===== config.mk =====
export PLATFORM = sky130hd
export DESIGN_NAME = minterm_table_eval
export DESIGN_NICKNAME = d
export VERILOG_FILES = /design/src/rtl/minterm_table_eval.sv
export SDC_FILE = /design/constraint.sdc
export NUM_CORES = 1
export LEC_CHECK = 0
export BUFFER_PORTS_ARGS = -buffer_cell sky130_fd_sc_hd__buf_4
export CORE_MARGIN = 2
export CORE_UTILIZATION = 58
export CTS_CLUSTER_DIAMETER = 150
export DETAILED_ROUTE_END_ITERATION = 16
export GPL_TIMING_DRIVEN = 0
export HOLD_SLACK_MARGIN = 0.15
export PLACE_DENSITY = 0.79
export RECOVER_POWER = 50
export SLEW_MARGIN = 20
export SYNTH_ARGS = -nofsm -noshare
export SYNTH_HDL_FRONTEND = slang
export SYNTH_SLANG_ARGS = --single-unit

===== constraint.sdc =====
create_clock -name clk -period 1.8 [get_ports clk]
set_input_delay 0.27 -clock clk [delete_from_list [all_inputs] [get_ports clk]]
set_output_delay 0.27 -clock clk [all_outputs]
set_load 0.02 [all_outputs]

===== src/rtl/minterm_table_eval.sv =====
// Programmable N_VARS-input Boolean function: serially loaded truth table, optional ON-set count (MINTERM_SCAN_EN).
// Latency: evaluation result registered 1 cycle after accept; scan result 2**N_VARS+1 cycles after scan_start.
// Backpressure: in_ready only in READY with no load_start/scan_start; load_ready only while loading.
module minterm_table_eval #(
    parameter int N_VARS = 5
) (
    input  logic              clk,
    input  logic              rst,
    input  logic              load_start,
    input  logic              load_valid,
    input  logic              load_bit,
    output logic              load_ready,
    output logic              table_valid,
    input  logic              in_valid,
    input  logic [N_VARS-1:0] in_vars,
    output logic              in_ready,
    output logic              out_valid,
    output logic              out,
    input  logic              scan_start,
    output logic              scan_done,
    output logic [N_VARS:0]   minterm_count
);

    localparam int DEPTH = 1 << N_VARS;
    localparam logic [N_VARS-1:0] LAST_ADDR = '1;

`ifdef MINTERM_SCAN_EN
    typedef enum logic [1:0] {IDLE, LOAD, READY, SCAN} state_t;
`else
    typedef enum logic [1:0] {IDLE, LOAD, READY} state_t;
`endif

    state_t            state;
    state_t            state_nxt;
    logic [DEPTH-1:0]  tbl;
    logic [N_VARS-1:0] addr;
    logic              load_wr;
    logic              eval_acc;
    logic              scan_acc;
    logic              scan_last;

    always_ff @(posedge clk) begin
        if (rst) begin
            state <= IDLE;
        end else begin
            state <= state_nxt;
        end
    end

    always_comb begin
        state_nxt   = state;
        load_ready  = 1'b0;
        table_valid = 1'b0;
        in_ready    = 1'b0;
        load_wr     = 1'b0;
        eval_acc    = 1'b0;
        scan_acc    = 1'b0;
        scan_last   = 1'b0;
        case (state)
            IDLE: begin
                if (load_start) state_nxt = LOAD;
            end
            LOAD: begin
                load_ready = 1'b1;
                // A restart discards the bit presented in the same cycle.
                if (!load_start && load_valid) begin
                    load_wr = 1'b1;
                    if (addr == LAST_ADDR) state_nxt = READY;
                end
            end
            READY: begin
                table_valid = 1'b1;
                if (load_start) begin
                    state_nxt = LOAD;
                end
`ifdef MINTERM_SCAN_EN
                else if (scan_start) begin
                    scan_acc  = 1'b1;
                    state_nxt = SCAN;
                end
`endif
                else begin
                    in_ready = 1'b1;
                    eval_acc = in_valid;
                end
            end
`ifdef MINTERM_SCAN_EN
            SCAN: begin
                table_valid = 1'b1;
                if (load_start) begin
                    state_nxt = LOAD;
                end else if (addr == LAST_ADDR) begin
                    scan_last = 1'b1;
                    state_nxt = READY;
                end
            end
`endif
            default: state_nxt = IDLE;
        endcase
    end

    always_ff @(posedge clk) begin
        if (rst) begin
            tbl       <= '0;
            addr      <= '0;
            out       <= 1'b0;
            out_valid <= 1'b0;
        end else begin
            out_valid <= eval_acc;
            if (eval_acc) out <= tbl[in_vars];
            // Every load_start lands in LOAD, so rewinding addr here is always correct.
            if (load_start) begin
                addr <= '0;
            end else if (load_wr) begin
                tbl[addr] <= load_bit;
                addr      <= addr + N_VARS'(1);
            end else if (scan_acc) begin
                addr <= '0;
            end else if (state_nxt != IDLE && scan_busy()) begin
                addr <= addr + N_VARS'(1);
            end
        end
    end

`ifdef MINTERM_SCAN_EN
    logic [N_VARS:0] count;

    function automatic logic scan_busy();
        return (state == SCAN);
    endfunction

    always_ff @(posedge clk) begin
        if (rst) begin
            count         <= '0;
            scan_done     <= 1'b0;
            minterm_count <= '0;
        end else begin
            scan_done <= scan_last;
            if (scan_acc) begin
                count <= '0;
            end else if (state == SCAN) begin
                count <= count + (N_VARS+1)'(tbl[addr]);
            end
            if (scan_last) minterm_count <= count + (N_VARS+1)'(tbl[addr]);
        end
    end
`else
    logic unused_scan_start;

    function automatic logic scan_busy();
        return 1'b0;
    endfunction

    assign unused_scan_start = scan_start;
    assign scan_done         = 1'b0;
    assign minterm_count     = '0;
`endif

endmodule


==> impl_metrics.json, run 1 <==
{
  "timing.critical_path.required_ns": 2.02,
  "input_output_buffers": 12,
  "synth.yosys.warnings": 0,
  "max_slew.worst_pin.slew_ns": 0.513,
  "cts.repair_timing.setup_buffer_count": 0,
  "cpMostUsedCell": "sky130_fd_sc_hd__buf_6",
  "die_height_um": 67.0,
  "global_route_wire_length_before_repair_um": 8170,
  "total_vias_in_the_final_route": 1928,
  "fp.dieArea_um2": 4480,
  "grt_usage_pct": 24.5,
  "yosysTopAreaCellShare_pct": 35.7,
  "switching_share_pct": 25.3,
  "synth_sequential_area_ratio_pct": 35.7,
  "drt-initial-drc-count": 137,
  "ff2ff_setup_slack_ns": 0.11,
  "cpPeakStageDelay_ns": 0.37,
  "max_cap_violations": 0,
  "finalWorstPathRequiredPeriod_ns": 1.69,
  "first_pass_iters": 4,
  "ir_drop_uv": 585,
  "critical_path_depth": 7,
  "synth-seq-cells": 41,
  "gp_congestion": 0.816,
  "min_period_over_period_pct": 94.2,
  "gr-total-overflow": 0,
  "crit_path_cell_trace": "nor4bb_4 > buf_6 > and2_4 > buf_6 > clkbuf_2 > nand3_1 > a21oi_1",
  "detail-route-antenna-nets": 0,
  "top_level_ports": 24,
  "synth_top_flop_cell": "sky130_fd_sc_hd__dfxtp_1",
  "critical-path-slowest-cell": "sky130_fd_sc_hd__dfxtp_1",
  "number_of_global_route_vias_before_repair": 1738,
  "cts_tree": "yes",
  "grt_max_degree": 14,
  "timing.final.max_slew_violations": 0,
  "status": "complete, no violations",
  "worst_skew_pair.late_latency_ns": 0.30,
  "rsz0062_at_grt": "false",
  "power.internal_w": 0.00124,
  "power_density_nw_per_um2": 656,
  "num_rows": 22,
  "post_drt_via_cell_ratio": 5.37,
  "cts_clock_pin_slew_for_the_worst_setup_and_hold_paths_ns": 0.08,
  "timing.slew.headroom_pct": 65.8,
  "fmaxAchievable_ghz": 0.590,
  "hold_buffers": 0,
  "critPathCapture": "tbl[4]$_SDFFE_PP0P_",
  "placed_area_um2": 2470,
  "worst_ep_arrival_time_ns": 1.92,
  "fp.dieW_um": 67.0,
  "cp.buffers_inverters": 3,
  "stdcell_count": 359,
  "synth.cell_area_um2": 2300,
  "ant_diodes": 0,
  "clock_sinks": 41,
  "clock_power_share_pct": 36.1,
  "clockRootBuffer": "sky130_fd_sc_hd__clkbuf_8",
  "area_growth_syn_to_layout_pct": 9.79,
  "average_size_of_a_mapped_cell_um2": 8.07,
  "min_delay_path_depth": 2,
  "endpoint_of_the_worst_register_to_register_path": "tbl[4]$_SDFFE_PP0P_",
  "placed_cells": 351,
  "share_of_post_route_cells_with_drive_strength_above_1_pct": 15.4,
  "final_net_count": 327,
  "synth_edf_count": 0,
  "finClkSkew_ns": 0.00832,
  "antenna_violations_before_repair": 0,
  "placeable_core_region_um2": 3740,
  "r2r_cells": 7,
  "numCtsBuffers": 5,
  "final_area_um2": 2520,
  "setup_violations": 0,
  "static-leakage-power_nw": 0.960,
  "crit_type": "reg -> reg",
  "h-tree-depth": 2,
  "dp_hpwl_um": 3530,
  "critPathMaxFanout": 10,
  "netlist_instances": 285,
  "final-hold-violation-count": 0,
  "synthDistinctLibCells": 32,
  "drc": 0,
  "critPathLaunchType": "register",
  "floorplan.initialDensity_pct": 61.4,
  "cp_top_delay_family": "simple AND/OR/NAND/NOR gates",
  "crit_path_from": "state[1]$_SDFFE_PP0P_",
  "rr_startpoint": "state[1]$_SDFFE_PP0P_",
  "power_switching_w": 0.000420,
  "hold_path.startpoint": "load_start",
  "synth_async_sr_flop_share_pct": 0,
  "synth_commonest_cells": "sky130_fd_sc_hd__nand2_1, sky130_fd_sc_hd__dfxtp_1, sky130_fd_sc_hd__a21oi_1",
  "avgRoutedWirePerCell_um": 13.6,
  "synth_area_leaders": "sky130_fd_sc_hd__dfxtp_1, sky130_fd_sc_hd__nand2_1, sky130_fd_sc_hd__mux2i_1, sky130_fd_sc_hd__a21oi_1, sky130_fd_sc_hd__nand3_1",
  "hp-class": "in -> reg",
  "detail_route.wirelength_um": 4890,
  "critPathCaptureType": "register",
  "power_frac_seq_pct": 55.0,
  "post-synth-top-count-cell": "sky130_fd_sc_hd__nand2_1",
  "share_comb_of_total_power_pct": 8.8,
  "synth_top_cell_by_area": "sky130_fd_sc_hd__dfxtp_1",
  "post_cts_sizing": 0,
  "setup_total_negative_slack_ns": 0,
  "clockBufferDepth": 2
}
-- power by group through the flow --
stage               clock network, W  registers, W  logic, W
floorplan                          0      0.000932  0.000110
global placement                   0      0.000933  0.000148
detailed placement                 0      0.000933  0.000149
CTS                         0.000601      0.000912  0.000149
global route                0.000636      0.000912  0.000159
finish                      0.000599      0.000912  0.000146
-- placed cells by master, fill, tap and decap left out, types with 5 or more instances in the layout --
cell type,count
sky130_fd_sc_hd__mux2i_1,21
sky130_fd_sc_hd__clkbuf_8,5
sky130_fd_sc_hd__nor2b_1,5
sky130_fd_sc_hd__nand2_1,68
sky130_fd_sc_hd__nor2_1,9
sky130_fd_sc_hd__clkbuf_1,12
sky130_fd_sc_hd__nor3_1,5
sky130_fd_sc_hd__nand3_1,31
sky130_fd_sc_hd__buf_6,6
sky130_fd_sc_hd__conb_1,7
sky130_fd_sc_hd__ha_1,5
sky130_fd_sc_hd__dfxtp_1,41
sky130_fd_sc_hd__a21oi_1,34
sky130_fd_sc_hd__buf_4,16
-- sequential cells by signal (all words and copies together) (netlist names) --
name       count
out_valid      1
tbl           32
addr           5
out            1
state          2
-- metal layers --
layer / global-route usage, % / up-vias / part of all wire [%]
li1: - / 997 / -
met1: 33.6 / 882 / 47
met2: 39.4 / 40 / 47
met5: 0 / - / 0
met3: 4.56 / 9 / 4.4
met4: 6.38 / 0 / 1.5
-- stage by stage --
| step | setup slack (ns) | hold WS [ns] | total power [W] | utilization (%) |
|---|---|---|---|---|
| floorplan | 0.0560 | 0.407 | 0.00104 | - |
| global placement | 0.228 | 0.444 | 0.00108 | 66.0 |
| detailed placement | 0.139 | 0.446 | 0.00108 | 66.0 |
| CTS | 0.123 | 0.178 | 0.00166 | 68.3 |
| global route | 0.00612 | 0.197 | 0.00171 | 67.4 |
| finish | 0.105 | 0.169 | 0.00166 | 67.4 |
-- cell type report --
class	count	area, um^2
sequential	41	821
fill	347	1220
tap	48	60.1
clock inverter	3	17.5
clock buffer	5	68.8
inverter	2	7.51
timing repair buffer	12	75.1
buffer	33	245
multi-input combinational	215	1230
-- worst min-delay path by stage --
| stage | slack [ns] | endpoint |
|---|---|---|
| 2_1_floorplan | 0.41 | out_valid$_SDFF_PP0_ |
| 3_3_place_gp | 0.44 | tbl[22]$_SDFFE_PP0P_ |
| 3_5_place_dp | 0.45 | tbl[20]$_SDFFE_PP0P_ |
| 4_1_cts | 0.18 | addr[0]$_SDFFE_PP0P_ |
| 5_1_grt | 0.20 | addr[2]$_SDFFE_PP0P_ |
| 6_report | 0.17 | addr[0]$_SDFFE_PP0P_ |
-- worst register-to-register path: stages (launching register included) --
cell and delay (ns):
sky130_fd_sc_hd__dfxtp_1 0.37, sky130_fd_sc_hd__nor4bb_4 0.30, sky130_fd_sc_hd__buf_6 0.17, sky130_fd_sc_hd__and2_4 0.15, sky130_fd_sc_hd__buf_6 0.11, sky130_fd_sc_hd__clkbuf_2 0.24
sky130_fd_sc_hd__nand3_1 0.12, sky130_fd_sc_hd__a21oi_1 0.15
-- cells by family after synthesis --
| family | Yosys count | synth area share [%] |
|---|---|---|
| xor+xnor | 3 | 1.14 |
| other cells | 1 | 0.163 |
| simple gates | 136 | 28.9 |
| mux | 21 | 9.14 |
| flops | 41 | 35.7 |
| compound gates | 43 | 10.3 |
| fa+ha+maj | 5 | 2.72 |
| buf+inv | 35 | 11.9 |
(Power assumes the default switching activity.)
==> run 2: changes to the inputs <==
--- a/config.mk
+++ b/config.mk
@@ -7,12 +7,11 @@
 export LEC_CHECK = 0
 export BUFFER_PORTS_ARGS = -buffer_cell sky130_fd_sc_hd__buf_4
 export CORE_MARGIN = 2
-export CORE_UTILIZATION = 58
+export CORE_UTILIZATION = 40
 export CTS_CLUSTER_DIAMETER = 150
 export DETAILED_ROUTE_END_ITERATION = 16
 export GPL_TIMING_DRIVEN = 0
 export HOLD_SLACK_MARGIN = 0.15
-export PLACE_DENSITY = 0.79
 export RECOVER_POWER = 50
 export SLEW_MARGIN = 20
 export SYNTH_ARGS = -nofsm -noshare
==> impl_metrics.json, run 2 (synthesized netlist as in run 1, its figures left out) <==
{
  "critPathMaxFanout": 10,
  "grt_usage_pct": 17.8,
  "floorplan.initialDensity_pct": 41.5,
  "avgRoutedWirePerCell_um": 13.9,
  "critPathLaunchType": "register",
  "ant_diodes": 0,
  "antenna_violations_before_repair": 0,
  "h-tree-depth": 2,
  "ff2ff_setup_slack_ns": 0.15,
  "final_area_um2": 2590,
  "endpoint_of_the_worst_register_to_register_path": "tbl[18]$_SDFFE_PP0P_",
  "clockRootBuffer": "sky130_fd_sc_hd__clkbuf_8",
  "worst_skew_pair.late_latency_ns": 0.30,
  "fp.dieW_um": 79.8,
  "share_of_post_route_cells_with_drive_strength_above_1_pct": 15.4,
  "min_period_over_period_pct": 91.9,
  "final_net_count": 327,
  "post_drt_via_cell_ratio": 5.03,
  "min_delay_path_depth": 2,
  "largestRegisters": "tbl x32, addr x5, state x2",
  "fmaxAchievable_ghz": 0.605,
  "total_vias_in_the_final_route": 1925,
  "stdcell_count": 383,
  "input_output_buffers": 12,
  "number_of_global_route_vias_before_repair": 1772,
  "r2r_cells": 8,
  "clock_sinks": 41,
  "setup_total_negative_slack_ns": 0,
  "status": "complete, no violations",
  "gr-total-overflow": 0,
  "dp_hpwl_um": 3740,
  "top_level_ports": 24,
  "worst_ep_arrival_time_ns": 1.82,
  "max_cap_violations": 0,
  "static-leakage-power_nw": 0.983,
  "cts_clock_pin_slew_for_the_worst_setup_and_hold_paths_ns": 0.08,
  "fillers": 593,
  "ir_drop_uv": 395,
  "crit_type": "reg -> reg",
  "most-common-layout-cells": "sky130_fd_sc_hd__nand2_1, sky130_fd_sc_hd__dfxtp_1, sky130_fd_sc_hd__a21oi_1, sky130_fd_sc_hd__nand3_1, sky130_fd_sc_hd__mux2i_1",
  "pnr_total_power_w": 0.00184,
  "hold_path.startpoint": "load_start",
  "placeable_core_region_um2": 5540,
  "timing.slew.headroom_pct": 64.0,
  "critPathCaptureType": "register",
  "layout.cells.most_common": "sky130_fd_sc_hd__nand2_1",
  "max_slew.worst_pin.slew_ns": 0.540,
  "grt_max_degree": 13,
  "drc": 0,
  "regMostFlops": "tbl",
  "final-hold-violation-count": 0,
  "timing.critical_path.required_ns": 1.97,
  "numCtsBuffers": 5,
  "rsz0062_at_grt": "false",
  "final.setup.worst_slack_ns": 0.146,
  "cts.repair_timing.setup_buffer_count": 0,
  "hold-path-endpoint": "addr[2]$_SDFFE_PP0P_",
  "clockBufferDepth": 2,
  "hp-class": "in -> reg",
  "finalWorstPathRequiredPeriod_ns": 1.65,
  "area_growth_syn_to_layout_pct": 12.6,
  "global_route_wire_length_before_repair_um": 8760,
  "timing.final.max_slew_violations": 0,
  "fp.dieArea_um2": 6370,
  "first_pass_iters": 4,
  "drt-initial-drc-count": 146,
  "num_rows": 27,
  "detail_route.wirelength_um": 5320,
  "detail-route-antenna-nets": 0,
  "placed_area_um2": 2500,
  "largest_reg_flops": 32,
  "power_density_nw_per_um2": 710,
  "cts_tree": "yes",
  "place_worst_setup_slack_ns": 0.178,
  "gp_congestion": 0.847,
  "rr_startpoint": "state[0]$_SDFFE_PP0P_",
  "die_height_um": 79.8,
  "setup_violations": 0,
  "placed_cells": 375,
  "finClkSkew_ns": 0.00776
}
==> run 2: changes by cell type in the layout (fill, tap and decap cells not counted), sizes merged <==
cell	delta
buf	+3
clkbuf	-1
clkinv	-2
clkinvlp	-1
bufinv	+1
==> run 2: worst max-delay path by stage <==
stage                           from  cells after the start                   end  slack, ns
2_1_floorplan  state[1]$_SDFFE_PP0P_                      5      out$_SDFFE_PP0P_       0.06
3_3_place_gp    addr[2]$_SDFFE_PP0P_                      5   tbl[1]$_SDFFE_PP0P_       0.20
3_5_place_dp    addr[2]$_SDFFE_PP0P_                      5   tbl[3]$_SDFFE_PP0P_       0.18
4_1_cts        state[1]$_SDFFE_PP0P_                      3              in_ready       0.12
5_1_grt        state[0]$_SDFFE_PP0P_                      8  tbl[18]$_SDFFE_PP0P_       0.02
6_report       state[0]$_SDFFE_PP0P_                      8  tbl[18]$_SDFFE_PP0P_       0.15
==> run 2: metal layers <==
layer  global-route usage (%)  share of wire [%]  vias to the layer above
li1                         -                  -                     1001
met1                     24.8                 49                      889
met2                     28.2                 46                       30
met3                     3.85                4.5                        5
met4                     4.07               0.94                        0
met5                        0                  0                        -
==> run 2: critical path, cell delays in order, from the launching register on <==
cell and delay [ns]:
sky130_fd_sc_hd__dfxtp_1 0.40, sky130_fd_sc_hd__nor4bb_1 0.31, sky130_fd_sc_hd__buf_6 0.20, sky130_fd_sc_hd__and2_4 0.14
sky130_fd_sc_hd__buf_4 0.15, sky130_fd_sc_hd__buf_8 0.14, sky130_fd_sc_hd__nand2_1 0.05, sky130_fd_sc_hd__nand2_1 0.08
sky130_fd_sc_hd__a21oi_1 0.06
==> run 2: final cells by class <==
class,count,area (um^2),share of cell area [%]
inverter,2,7.51,0.290
buffer,33,263,10.1
multi-input combinational,215,1220,47.0
clock inverter,1,30.0,1.16
sequential,41,821,31.7
tap,72,90.1,3.48
clock buffer,7,86.3,3.33
timing repair buffer,12,75.1,2.90
==> run 2: what timing repair did <==
item                                    CTS  global route
endpoints found under the setup margin    0             5
resized for setup                         0             2
hold endpoints to repair                  0             0
hold buffers                              0             0
==> run 2: where the power goes <==
part	switching [W]	internal [W]
Sequential	0.00000297	0.000909
Combinational	0.0000877	0.0000602
Clock	0.000328	0.000453
==> run 2: metrics by stage <==
stage / utilization, % / hold WS (ns)
6_report: 46.7 / 0.173
5_1_grt: 46.7 / 0.178
4_1_cts: 47.3 / 0.186
3_5_place_dp: 45.2 / 0.446
3_3_place_gp: 45.2 / 0.443
2_1_floorplan: - / 0.407
